**src/rtl/fifo_pkg.sv**
```systemverilog
// Shared types and parameter-legality helpers for the parametrised sync FIFO.
package fifo_pkg;

  typedef struct packed {
    logic full;
    logic empty;
    logic almost_full;
    logic almost_empty;
  } fifo_status_t;

  function automatic bit is_pow2(input int unsigned v);
    return (v >= 2) && ((v & (v - 1)) == 0);
  endfunction

  function automatic bit fifo_params_ok(input int unsigned dwidth,
                                        input int unsigned depth,
                                        input int unsigned af_level,
                                        input int unsigned ae_level);
    return (dwidth >= 1) && is_pow2(depth) &&
           (af_level >= 1) && (af_level <= depth) &&
           (ae_level <= depth - 1);
  endfunction

endpackage

```
**src/rtl/fifo_param_if.sv**
```systemverilog
// Producer/consumer-facing bundle of the FIFO; master drives requests, slave is the FIFO.
interface fifo_param_if #(
  parameter int unsigned DWIDTH = 8,
  parameter int unsigned DEPTH  = 16
);
  localparam int unsigned CW = $clog2(DEPTH) + 1;

  logic              wr;
  logic [DWIDTH-1:0] din;
  logic              rd;
  logic [DWIDTH-1:0] dout;
  logic              full;
  logic              empty;
  logic              almost_full;
  logic              almost_empty;
  logic [CW-1:0]     count;
  logic              overflow;
  logic              underflow;

  modport master (
    output wr, din, rd,
    input  dout, full, empty, almost_full, almost_empty, count, overflow, underflow
  );

  modport slave (
    input  wr, din, rd,
    output dout, full, empty, almost_full, almost_empty, count, overflow, underflow
  );
endinterface

```
**src/rtl/fifo_mem.sv**
```systemverilog
// DEPTH x DWIDTH register array: synchronous write port, asynchronous read port.
module fifo_mem #(
  parameter int unsigned DWIDTH = 8,
  parameter int unsigned DEPTH  = 16
) (
  input  logic                     clk_i,
  input  logic                     we_i,
  input  logic [$clog2(DEPTH)-1:0] waddr_i,
  input  logic [DWIDTH-1:0]        wdata_i,
  input  logic [$clog2(DEPTH)-1:0] raddr_i,
  output logic [DWIDTH-1:0]        rdata_o
);
  logic [DWIDTH-1:0] mem_q [DEPTH];

  // Storage is deliberately not reset; pointers and count guard against stale reads.
  always_ff @(posedge clk_i) begin
    if (we_i) mem_q[waddr_i] <= wdata_i;
  end

  assign rdata_o = mem_q[raddr_i];
endmodule

```
**src/rtl/sync_fifo_param.sv**
```systemverilog
// Parametrised single-clock FIFO: pointers, count, registered flags, error pulses and read-mode mux.
module sync_fifo_param
  import fifo_pkg::*;
#(
  parameter int unsigned DWIDTH   = 8,
  parameter int unsigned DEPTH    = 16,
  parameter int unsigned AF_LEVEL = DEPTH - 2,
  parameter int unsigned AE_LEVEL = 2,
  parameter int unsigned FWFT     = 0
) (
  input logic         clk,
  input logic         rst,
  fifo_param_if.slave bus
);
  localparam int unsigned PW = $clog2(DEPTH);
  localparam int unsigned CW = PW + 1;

  if (!fifo_params_ok(DWIDTH, DEPTH, AF_LEVEL, AE_LEVEL)) begin : g_bad_params
    $error("sync_fifo_param: illegal DWIDTH/DEPTH/AF_LEVEL/AE_LEVEL combination");
  end

  logic [PW-1:0]     wptr_q, wptr_d;
  logic [PW-1:0]     rptr_q, rptr_d;
  logic [CW-1:0]     count_q, count_d;
  fifo_status_t      status_q, status_d;
  logic [DWIDTH-1:0] dout_q, dout_d;
  logic [DWIDTH-1:0] rdata;
  logic              ovf_q, unf_q;
  logic              wa, ra;

  fifo_mem #(
    .DWIDTH (DWIDTH),
    .DEPTH  (DEPTH)
  ) u_mem (
    .clk_i   (clk),
    .we_i    (wa),
    .waddr_i (wptr_q),
    .wdata_i (bus.din),
    .raddr_i (rptr_q),
    .rdata_o (rdata)
  );

  // Flags are registered from count_d so every output is a flop, glitch-free.
  always_comb begin
    wa     = bus.wr && !status_q.full;
    ra     = bus.rd && !status_q.empty;
    wptr_d = wa ? wptr_q + PW'(1) : wptr_q;
    rptr_d = ra ? rptr_q + PW'(1) : rptr_q;
    dout_d = ra ? rdata : dout_q;
    unique case ({wa, ra})
      2'b10:   count_d = count_q + CW'(1);
      2'b01:   count_d = count_q - CW'(1);
      default: count_d = count_q;
    endcase
    status_d.full         = (count_d == CW'(DEPTH));
    status_d.empty        = (count_d == '0);
    status_d.almost_full  = (count_d >= CW'(AF_LEVEL));
    status_d.almost_empty = (count_d <= CW'(AE_LEVEL));
  end

  always_ff @(posedge clk or posedge rst) begin
    if (rst) begin
      wptr_q   <= '0;
      rptr_q   <= '0;
      count_q  <= '0;
      status_q <= '{full: 1'b0, empty: 1'b1, almost_full: 1'b0, almost_empty: 1'b1};
      dout_q   <= '0;
      ovf_q    <= 1'b0;
      unf_q    <= 1'b0;
    end else begin
      wptr_q   <= wptr_d;
      rptr_q   <= rptr_d;
      count_q  <= count_d;
      status_q <= status_d;
      dout_q   <= dout_d;
      ovf_q    <= bus.wr && status_q.full;
      unf_q    <= bus.rd && status_q.empty;
    end
  end

  assign bus.dout         = (FWFT != 0) ? (status_q.empty ? '0 : rdata) : dout_q;
  assign bus.count        = count_q;
  assign bus.full         = status_q.full;
  assign bus.empty        = status_q.empty;
  assign bus.almost_full  = status_q.almost_full;
  assign bus.almost_empty = status_q.almost_empty;
  assign bus.overflow     = ovf_q;
  assign bus.underflow    = unf_q;
endmodule

```
**src/flat_wrapper.sv**
```systemverilog
// flat-port wrapper written by rule: the top's interface ports become plain ports
module sync_fifo_param_flat import fifo_pkg::*;
#(
  parameter int unsigned DWIDTH   = 8,
  parameter int unsigned DEPTH    = 16,
  parameter int unsigned AF_LEVEL = DEPTH - 2,
  parameter int unsigned AE_LEVEL = 2,
  parameter int unsigned FWFT     = 0
)
  (clk, rst, bus_wr, bus_din, bus_rd, bus_dout, bus_full, bus_empty, bus_almost_full, bus_almost_empty, bus_count, bus_overflow, bus_underflow);
  fifo_param_if #(.DWIDTH(DWIDTH), .DEPTH(DEPTH)) bus_i ();
  input logic clk;
  input logic rst;
  input wire logic [$bits(bus_i.wr)-1:0] bus_wr;
  input wire logic [$bits(bus_i.din)-1:0] bus_din;
  input wire logic [$bits(bus_i.rd)-1:0] bus_rd;
  output wire logic [$bits(bus_i.dout)-1:0] bus_dout;
  output wire logic [$bits(bus_i.full)-1:0] bus_full;
  output wire logic [$bits(bus_i.empty)-1:0] bus_empty;
  output wire logic [$bits(bus_i.almost_full)-1:0] bus_almost_full;
  output wire logic [$bits(bus_i.almost_empty)-1:0] bus_almost_empty;
  output wire logic [$bits(bus_i.count)-1:0] bus_count;
  output wire logic [$bits(bus_i.overflow)-1:0] bus_overflow;
  output wire logic [$bits(bus_i.underflow)-1:0] bus_underflow;
  assign bus_i.wr = bus_wr;
  assign bus_i.din = bus_din;
  assign bus_i.rd = bus_rd;
  assign bus_dout = bus_i.dout;
  assign bus_full = bus_i.full;
  assign bus_empty = bus_i.empty;
  assign bus_almost_full = bus_i.almost_full;
  assign bus_almost_empty = bus_i.almost_empty;
  assign bus_count = bus_i.count;
  assign bus_overflow = bus_i.overflow;
  assign bus_underflow = bus_i.underflow;
  sync_fifo_param #(.DWIDTH(DWIDTH), .DEPTH(DEPTH), .AF_LEVEL(AF_LEVEL), .AE_LEVEL(AE_LEVEL), .FWFT(FWFT)) u_core (.clk(clk), .rst(rst), .bus(bus_i));
endmodule
```
**config.mk**
```make
export PLATFORM = sky130hd
export DESIGN_NAME = sync_fifo_param_flat
export DESIGN_NICKNAME = d
export VERILOG_FILES = /design/src/rtl/fifo_pkg.sv /design/src/rtl/fifo_param_if.sv /design/src/rtl/fifo_mem.sv /design/src/rtl/sync_fifo_param.sv /design/src/flat_wrapper.sv
export SDC_FILE = /design/constraint.sdc
export NUM_CORES = 1
export LEC_CHECK = 0
export ABC_AREA = 1
export ABC_CLOCK_PERIOD_IN_PS = 3100
export BUFFER_PORTS_ARGS = -buffer_cell sky130_fd_sc_hd__buf_2
export CAP_MARGIN = 10
export CORE_AREA = 4 4 108 110
export DETAILED_ROUTE_END_ITERATION = 8
export DIE_AREA = 0 0 112 114
export HOLD_SLACK_MARGIN = 0.03
export PLACE_DENSITY = 0.83
export SLEW_MARGIN = 20
export SYNTH_ARGS = -nofsm -noshare
export SYNTH_HDL_FRONTEND = slang
export SYNTH_SLANG_ARGS = --single-unit
export TNS_END_PERCENT = 5
```
**constraint.sdc**
```tcl
create_clock -name clk -period 3.1 [get_ports clk]
set_clock_uncertainty 0.1 [all_clocks]
set_input_delay 0.155 -clock clk [delete_from_list [all_inputs] [get_ports clk]]
set_output_delay 0.155 -clock clk [all_outputs]
set_load 0.02 [all_outputs]
```
# Yosys cells after proc, flatten, opt, wreduce, memory -nomap -nowiden
# Memories as Yosys holds them, arrays and structs flattened. A register that Yosys moved wholly into a read port is not among the register bits.
# Cells that the tools add are included.
dict set report word_totals {
  out_inout_bits 19
  reg_bits 19
  in_bits 12
  ramBits 128
  mem_count 1
  word_cells 29
}
dict set report op_classes {
  add_sub_neg 4
  reduce_logical 7
  order_cmp 2
  n_eq_ne 3
  muxes 3
}
# name depth word_bits rd rd_ports_with_merged_regs wr line_no
set mem_list {}
lappend mem_list {u_core.u_mem.mem_q 16 8 1 1 1 fifo_mem.sv:13} ;# logic [DWIDTH-1:0] mem_q [DEPTH];
# cell n
set ops {}
lappend ops {{case mux 5 bit (2 select lines)} 1}
lappend ops {{adder 4 x 1 -> 4 bit, second input constant} 2}
lappend ops {{adder 5 x 1 -> 5 bit, second input constant} 1}
lappend ops {{== test 5 bit, second input constant} 1}
lappend ops {{greater-or-equal comparator 5 x 4 -> 1 bit, second input constant} 1}
lappend ops {{<= comparator 5 x 2 -> 1 bit, second input constant} 1}
lappend ops {{zero test 5 bit} 1}
lappend ops {{subtractor 5 x 1 -> 5 bit, second input constant} 1}
lappend ops {{logical AND 1 bit} 4}
lappend ops {{== test 2 x 1 -> 1 bit, second input constant} 1}
lappend ops {{== test 2 bit, second input constant} 1}
lappend ops {{zero test 1 bit} 2}
lappend ops {{two-way mux 1 bit} 2}

# Longest topological paths before layout
# Gate-level depths: netlist (run 1).
dict set report depth {
  ltp_word 5
  ltp_mapped 16
  mapped_depth_nobuf 16
}

# Cells and area by module
# From an unflattened synthesis (run 1), not the netlist that was laid out.
dict set report unflattened {
  hier_cells 691
  area_unflattened_um2 6925.4
}
# mod seq_area_each_um2 cells_each instances area_per_inst_um2
set by_module_without_submodules {}
lappend by_module_without_submodules {fifo_mem 3843.7 543 1 5606.6}
lappend by_module_without_submodules {sync_fifo_param 678.2 148 1 1318.8}

# Worst setup path after synthesis (run 1)
# No wires, ideal clock.
dict set report synth_timing {
  path_type {reg2reg}
  start {reg u_core.status_q, in the netlist u_core.bus.empty}
  end {reg u_core.status_q, in the netlist u_core.bus.empty}
  required_ns 2.932
  arrival_time_ns 1.855
  synth_period_minus_slack_ns 2.023
  setup_slack_ns 1.077
  path_stages_with_launch 10
  setup_time_ns 0.068
  n_path_buf 1
  cell_sequence {dfstp_2 nor2_8 buf_1 ha_1 inv_1 nand2_1 nand2_1 nor2_1 nand4_1 nor2_1}
}
# item line_no
set synth_rtl {}
lappend synth_rtl {{from (decl)} sync_fifo_param.sv:25} ;# fifo_status_t status_q, status_d;
lappend synth_rtl {{from (signal assigned)} sync_fifo_param.sv:66} ;# status_q <= '{full: 1'b0, empty: 1'b1, almost_full: 1'b0, almost_empty: 1'b1};
lappend synth_rtl {{from (signal assigned)} sync_fifo_param.sv:74} ;# status_q <= status_d;

==> flow_metrics.tcl, run 1 <==
set metrics [dict create \
    diodes 0 \
    grt_overflow 0 \
    combPwrFrac_pct 32.0 \
    seqPwrFrac_pct 38.7 \
    total_power_mw 7.406 \
    placementRows 38 \
    setup-violations-final 0 \
    drtIter0Drc 706 \
    clkTransAtPathRegs_ns 0.07 \
    io_pins 31 \
    antenna_left 0 \
    cts_setup_buffers 0 \
    path_cells "buf_4 > o21ai_0 > o22ai_1 > nand2_1 > nand3_1 > nand3_1 > nand2_1" \
    setup_tns_ns 0 \
    grt_pass1_wl_mm 22.89 \
    period_needed_ns 2.254 \
    wl_mm 14.60 \
    irDropWorstVdd_mv 0.5518 \
    grt_pass1_vias 4326 \
    internal_power_mw 4.720 \
    cap_violations 0 \
    track_usage_pct 24.03 \
    die_h_um 114 \
    ctsResizeCount 0 \
    clockBufferDepth 2 \
    critPathMaxStageDelay_ns 0.76 \
    layout_commonest_cell "edfxtp_1" \
    wl_per_cell_um 20.02 \
    fin_nets 595 \
    critical_path.startpoint_type "flop" \
    drt-pass1-iter-count 6 \
    worst_slack_ns 0.8462 \
    antenna_found_initial 0 \
    powerDensity_nw_per_um2 1009 \
    ctsHtreeMaxLevel 4 \
    avgSynthCellArea_um2 11.87 \
    cp.required_ns 3.47 \
    port_buffers 30 \
    max_freq_mhz 443.7 \
    ys_seq_area_share_pct 71.32 \
    syn_area_um2 6340 \
    synthToLayoutAreaGrowth_pct 15.83 \
    dieArea_um2 12770 \
    period_share_pct 72.70 \
    drcViolationCount 0 \
    drv_slew 0 \
    p_clk_share_pct 29.3 \
    rsz0062_at_grt "false" \
    vias 4437 \
    slowest_stage "dfrtp_2" \
    clock_latency_ns 0.54 \
    worstPathArrival_ns 2.62 \
    root_buffer "clkbuf_8" \
    holdCritPathClass "in2async" \
    power_leakage_nw 2.765 \
    start_util_pct 59.26 \
    ys_seq_elements 155 \
    cts_tree "yes" \
    yosysWarnings 0 \
    grt_max_degree 38 \
    holdWs_ns 0.1534 \
    syn_inst 534 \
    die_w_um 112 \
    status "finished clean" \
    core_um2 10700 \
    fill_cells 689 \
    synth_cell_types 27 \
    clock-sinks 155 \
    path_delay_family "flip-flops" \
    drive_above_1_share_pct 14.26 \
    hpwl_mm 8.567 \
    switching_share_pct 36.26 \
    numCtsBuffers 17 \
    tightestPinTransition_ns 0.9270 \
    worstSetupEndpointType "flop" \
    syn_nets 553 \
    finalHoldViolCount 0 \
    final_area_um2 7343 \
    p_sw_mw 2.686 \
    placed_cell_area_um2 6613 \
    routabilityCongestion 0.9807 \
    dpl_worst_slack_ns 0.9363 \
    slew_headroom_pct 37.97 \
    critPathBufInv 1 \
    worstSetupPathType "reg2reg" \
    mostFrequentLayoutCells "edfxtp_1, nand2_1, nor2_1, o21ai_0" \
    viasPerCell 6.086 \
    critPathMaxFanout 37 \
]
sequential cells by signal, indices dropped and copies added (netlist names), 4 cells and up:
register / count
u_core.wptr_q: 4
u_core.bus.count: 5
u_core.u_mem.mem_q: 128
u_core.bus.dout: 8
u_core.rptr_q: 4
final cells by class:
| type | count | area (um^2) | share of cell area (%) |
|---|---|---|---|
| Clock buffer | 20 | 425.4 | 5.793 |
| Tap cell | 140 | 175.2 | 2.385 |
| Inverter | 23 | 86.33 | 1.176 |
| Multi-Input combinational cell | 332 | 1633 | 22.24 |
| Clock inverter | 12 | 195.2 | 2.658 |
| Sequential cell | 155 | 4523 | 61.59 |
| Timing Repair Buffer | 47 | 305.3 | 4.157 |
Yosys cell counts:
cell	n	area, um^2
nor3_1	1	5.000
nand3_2	2	20.02
inv_1	17	63.81
clkbuf_1	13	48.80
nand4_1	3	18.77
nor2_2	1	6.260
dfstp_2	2	52.55
ha_1	7	87.58
xnor2_1	1	8.760
nand3b_1	2	15.01
o22ai_1	32	200.2
nor2_8	1	20.02
buf_2	7	35.03
nand2_4	2	22.52
dfrtp_1	25	625.6
and2_4	1	8.760
xor2_1	7	61.31
o21ai_1	4	20.02
nor2_1	83	311.6
nand3_1	32	160.2
nand2_1	84	315.3
inv_2	4	15.01
o21ai_0	64	320.3
buf_1	4	15.01
clkinv_1	2	7.510
nand2_2	5	31.28
edfxtp_1	128	3844
path summary, 6_finish.rpt:
path,startpoint,endpoint,slack (ns),depth (start not counted)
setup / recovery,u_core.rptr_q[0],u_core.bus.dout[7],0.85,7
hold / removal,rst,u_core.rptr_q[2],0.15,3
setup reg to reg,u_core.rptr_q[0],u_core.bus.dout[7],0.85,7
hold reg to reg,u_core.bus.dout[3],u_core.bus.dout[3],0.39,2
max in group asynchronous,rst,u_core.rptr_q[0],2.29,3
min in group clk,bus_wr,u_core.bus.overflow,0.29,4
what timing repair did:
item,4_1_cts,5_1_grt
hold buffers,11,0
endpoints found under the hold margin,169,0
endpoints found under the setup margin,0,0
worst min-delay path: stages:
cell	delay [ns]
dlygate4sd3_1	0.53
buf_2	0.12
inv_2	0.46
logic make-up after synthesis:
family,synth area share [%]
compound gates,8.526
xor+xnor,1.105
fa+ha+maj,1.381
buf+inv,2.921
flops,71.32
simple gates,14.74
power groups by stage:
| stage | registers, mW | clock network (mW) | logic [mW] |
|---|---|---|---|
| 2_1_floorplan | 2.91 | 0 | 1.57 |
| 5_1_grt | 2.89 | 2.29 | 2.62 |
| 3_5_place_dp | 2.89 | 0 | 2.28 |
| 4_1_cts | 2.86 | 2.18 | 2.33 |
| 3_3_place_gp | 2.88 | 0 | 2.19 |
| 6_report | 2.87 | 2.17 | 2.37 |
layer usage:
| metal | up-vias | wire (um) | GRT usage, % | share of wire, % |
|---|---|---|---|---|
| met5 | - | 0 | 0 | 0 |
| met4 | 0 | 421 | 10.58 | 2.9 |
| met3 | 37 | 1498 | 6.154 | 10 |
| met2 | 275 | 7059 | 38.37 | 48 |
| met1 | 2150 | 5615 | 31.61 | 38 |
| li1 | 1975 | - | - | - |
per-stage QoR:
stage          util [%]  std cells
2_1_floorplan         -        534
3_3_place_gp      61.81        686
3_5_place_dp      61.81        686
4_1_cts           68.64        729
5_1_grt           68.64        729
6_report          68.64        729
No activity file was read; power rests on OpenSTA's default activity.
==> inputs of run 2 (changes only) <==
Settings changed: ABC_CLOCK_PERIOD_IN_PS 3100 to 2000, CORE_AREA 4 4 108 110 to 4 4 113 115, DIE_AREA 0 0 112 114 to 0 0 117 119, PLACE_DENSITY 0.83 to 0.8.
Clock period 3.1 ns to 2 ns, I/O delays scaled along.
==> flow_metrics.tcl, run 2 (synthesis results as in run 1) <==
set metrics [dict create \
    status "finished clean" \
    routabilityCongestion 0.8660 \
    drv_slew 0 \
    ctsHtreeMaxLevel 4 \
    clkTransAtPathRegs_ns 0.06 \
    critPathMaxStageDelay_ns 0.59 \
    mostFrequentLayoutCells "edfxtp_1, nor2_1, nand2_1, o21ai_0, o22ai_1" \
    grt_overflow 0 \
    viasPerCell 5.900 \
    diodes 0 \
    drtIter0Drc 571 \
    die_h_um 119 \
    irDropWorstVdd_mv 0.8041 \
    drive_above_1_share_pct 18.79 \
    period_needed_ns 1.936 \
    largest_reg_flops 128 \
    worst-r2r-setup-slack_ns 0.06 \
    worstRegToRegCells 14 \
    clock_latency_ns 0.42 \
    critPathMaxFanout 6 \
    synthToLayoutAreaGrowth_pct 19.14 \
    grt_pass1_wl_mm 23.26 \
    cap_violations 0 \
    cp-startpoint "u_core.bus.empty" \
    powerDensity_nw_per_um2 1537 \
    path_cells "nor2_8 > nand2_4 > nand2_1 > nand2_2 > ha_2 > inv_2 > nand2_2 > nand3_2 > nand3b_1 > nand2_1 > nand2_2 > nand2_4 > inv_4 > nand2_1" \
    numCtsBuffers 17 \
    wl_mm 14.71 \
    final_cells 759 \
    slowest_stage "dfstp_2" \
    r2r-start "u_core.bus.empty" \
    path_delay_family "simple AND/OR/NAND/NOR gates" \
    grt_pass1_vias 4309 \
    worstPathArrival_ns 2.14 \
    clock-sinks 155 \
    crit_end "u_core.bus.almost_full" \
    critPathBufInv 2 \
    antenna_left 0 \
    clockBufferDepth 2 \
    grt_max_degree 52 \
    holdCritPathClass "in2async" \
    track_usage_pct 22.53 \
    die_w_um 117 \
    setup-violations-final 0 \
    vias 4478 \
    port_buffers 30 \
    crit_cells 14 \
    root_buffer "clkbuf_16" \
    drt-pass1-iter-count 6 \
    period_share_pct 96.82 \
    critical_path.startpoint_type "flop" \
    hpwl_mm 8.757 \
    drcViolationCount 0 \
    holdWs_ns 0.2823 \
    slew_headroom_pct 45.00 \
    tightestPinTransition_ns 0.8241 \
    io_pins 31 \
    dieArea_um2 13920 \
    total_power_mw 11.61 \
    power_leakage_nw 2.895 \
    cp.required_ns 2.20 \
    max_freq_mhz 516.4 \
    worstSetupEndpointType "flop" \
    antenna_found_initial 0 \
    fin_nets 618 \
    placedCellCount 715 \
    r2r-end "u_core.bus.almost_full" \
    cts_tree "yes" \
    placementRows 40 \
    finalHoldViolCount 0 \
    worstSetupPathType "reg2reg" \
    wl_per_cell_um 19.38 \
    layout_commonest_cell "edfxtp_1" \
    setup_tns_ns 0 \
    top_register "u_core.u_mem.mem_q" \
    core_um2 11810 \
    start_util_pct 53.68 \
]
## run 2: routing by layer
layer | up-vias | global-route usage, % | routed length (um)
li1 | 2017 | - | -
met1 | 2171 | 29.88 | 5732
met2 | 243 | 35.17 | 7320
met3 | 47 | 5.335 | 1225
met4 | 0 | 10.32 | 434
met5 | - | 0 | 0
## run 2: power by group
group          internal (mW)  switching, mW
registers               4.04          0.322
logic                   1.32           2.74
clock network           1.86           1.32
## run 2: cell type report
type / count / area [um^2]
multi-input combinational: 332 / 1665
clock buffer: 17 / 425.4
tap: 147 / 183.9
timing repair buffer: 70 / 503.0
sequential: 155 / 4523
clock inverter: 15 / 163.9
fill: 808 / 4258
inverter: 23 / 88.84
## run 2: worst min-delay path, stage by stage
cell           delay [ns]
dlygate4sd3_1        0.53
buf_2                0.12
inv_1                0.59
## run 2: how the worst min path moves through the flow
stage | startpoint | to | slack, ns | depth (start not counted)
after floorplan | rst | u_core.bus.almost_full | 0.05 | 1
after global placement | rst | u_core.bus.overflow | 0.16 | 2
after detailed placement | rst | u_core.bus.underflow | 0.19 | 2
after CTS | rst | u_core.bus.underflow | 0.31 | 3
after global routing | rst | u_core.rptr_q[0] | 0.35 | 3
final | rst | u_core.bus.overflow | 0.28 | 3
## run 2: per-stage QoR
stage                     setup slack [ns]  area (um^2)  utilization [%]
after global placement              0.1934         6824            57.78
after floorplan                    0.04483         6352                -
after CTS                          0.06066         7523            63.70
after global routing              -0.03109         7553            63.95
after detailed placement            0.1174         6824            57.78
final                              0.06359         7553            63.95
## run 2: timing repair
item | in CTS | in global routing
hold endpoints to repair | 145 | 0
buffers inserted | 0 | 1
gates resized for setup | 0 | 8
hold buffers | 11 | 0
endpoints found under the setup margin | 0 | 4
==> inputs of run 3 (changes only) <==
Settings changed: CORE_AREA 4 4 113 115 to 2 2 111 113, DIE_AREA 0 0 117 119 to 0 0 113 115.
==> flow_metrics.tcl, run 3 (synthesis results as in run 1) <==
set metrics [dict create \
    holdWs_ns 0.2573 \
    internal_power_mw 7.086 \
    drt-pass1-iter-count 6 \
    worst_slack_ns 0.06256 \
    irDropWorstVdd_mv 1.060 \
    path_cells "nor2_8 > nand2_4 > nand2_1 > nand2_2 > ha_4 > inv_1 > nand2_2 > nand3_2 > nand2_1 > nand2_1 > nand2_1 > nand2_2 > nand2_4 > inv_2 > nor2_2" \
    holdCritPathClass "in2async" \
    hpwl_mm 8.616 \
    utilization_pct 64.00 \
    p_sw_mw 4.270 \
    wl_mm 14.11 \
    placementRows 40 \
    placed_cell_area_um2 6799 \
    clkTransAtPathRegs_ns 0.06 \
    max_freq_mhz 516.1 \
    synthToLayoutAreaGrowth_pct 19.24 \
    clockBufferDepth 2 \
    slowest_stage "dfstp_2" \
    die_h_um 115 \
    viasPerCell 5.852 \
    mostFrequentLayoutCells "edfxtp_1, nor2_1, nand2_1, o21ai_0, buf_4" \
    io_pins 31 \
    worstSetupPathType "reg2reg" \
    drcViolationCount 0 \
    setup-violations-final 0 \
    critical_path.startpoint_type "flop" \
    numCtsBuffers 17 \
    worstSetupEndpointType "flop" \
    ctsHtreeMaxLevel 4 \
    drtIter0Drc 466 \
    seqPwrFrac_pct 38.3 \
    placedCellCount 715 \
    grt_max_degree 35 \
    routabilityCongestion 0.8536 \
    drv_slew 0 \
    track_usage_pct 22.14 \
    clock_latency_ns 0.43 \
    period_share_pct 96.87 \
    antenna_found_initial 0 \
    fin_nets 625 \
    die_w_um 113 \
    port_buffers 30 \
    root_buffer "clkbuf_16" \
    final_cells 766 \
    cap_violations 0 \
    top_register "u_core.u_mem.mem_q" \
    largest_reg_flops 128 \
    cp.required_ns 2.26 \
    core_um2 11810 \
    combPwrFrac_pct 34.8 \
    status "finished clean" \
    diodes 0 \
    cts_tree "yes" \
    grt_pass1_vias 4207 \
    dpl_worst_slack_ns 0.1098 \
    clock-sinks 155 \
    drive_above_1_share_pct 19.39 \
    powerDensity_nw_per_um2 1502 \
    switching_share_pct 37.60 \
    power_leakage_nw 2.899 \
    worst-r2r-setup-slack_ns 0.06 \
    vias 4483 \
    grt_pass1_wl_mm 21.64 \
    fill_cells 837 \
    start_util_pct 53.68 \
    final_area_um2 7560 \
    layout_commonest_cell "edfxtp_1" \
    grt_overflow 0 \
    worstPathArrival_ns 2.19 \
    critPathMaxStageDelay_ns 0.59 \
    critPathMaxFanout 5 \
    wl_per_cell_um 18.42 \
    antenna_left 0 \
    cpMostUsedCell "nand2_1" \
    finalHoldViolCount 0 \
    dieArea_um2 13000 \
    tightestPinTransition_ns 0.7331 \
    period_needed_ns 1.937 \
    slew_headroom_pct 51.07 \
    p_clk_share_pct 26.9 \
]
-- run 3: worst max-delay path, delay by kind of cell, from the launching register on --
family | cells | cell delay, ns
and+or+nand+nor | 12 | 0.92
DFF | 1 | 0.59
buffers and inverters | 2 | 0.09
adders and majority gates | 1 | 0.13
-- run 3: power groups by stage --
stage          logic [mW]  registers (mW)  clock network, mW
4_1_cts              3.80            4.34               3.08
3_3_place_gp         3.59            4.38                  0
6_report             3.95            4.35               3.05
2_1_floorplan        2.44            4.50                  0
3_5_place_dp         3.73            4.40                  0
5_1_grt              4.32            4.40               3.22
-- run 3: worst paths after layout --
kind	startpoint	to	cells past startpoint
max	u_core.bus.empty	u_core.bus.full	15
min	rst	u_core.bus.dout[5]	3
max reg2reg	u_core.bus.empty	u_core.bus.full	15
min reg2reg	u_core.bus.dout[3]	u_core.bus.dout[3]	2
max in group asynchronous	rst	u_core.rptr_q[0]	4
min in group clk	bus_rd	u_core.bus.underflow	4
-- run 3: layout make-up --
class	instances	area, um^2	share of cell area, %
Sequential cell	155	4523	59.83
Clock buffer	19	432.9	5.727
Tap cell	147	183.9	2.433
Timing Repair Buffer	77	530.5	7.018
Clock inverter	13	130.1	1.721
Inverter	23	86.33	1.142
Multi-Input combinational cell	332	1673	22.13
-- run 3: through the flow --
step / power, mW / setup TNS [ns]
final: 11.36 / 0
after global routing: 11.94 / -0.1611
after CTS: 11.22 / 0
after detailed placement: 8.126 / 0
after global placement: 7.969 / 0
after floorplan: 6.947 / 0
-- run 3: repair_timing --
action | in CTS | in global routing
setup endpoints to repair | 0 | 4
resized for setup | 0 | 6
buffers inserted | 0 | 8
hold buffers | 11 | 0
endpoints found under the hold margin | 147 | 0
-- run 3: layer usage --
layer  global-route usage (%)  routed length, um
met1                    28.51               5690
met2                    37.01               7050
met3                    5.271               1006
met4                    8.455                359
met5                        0                  0
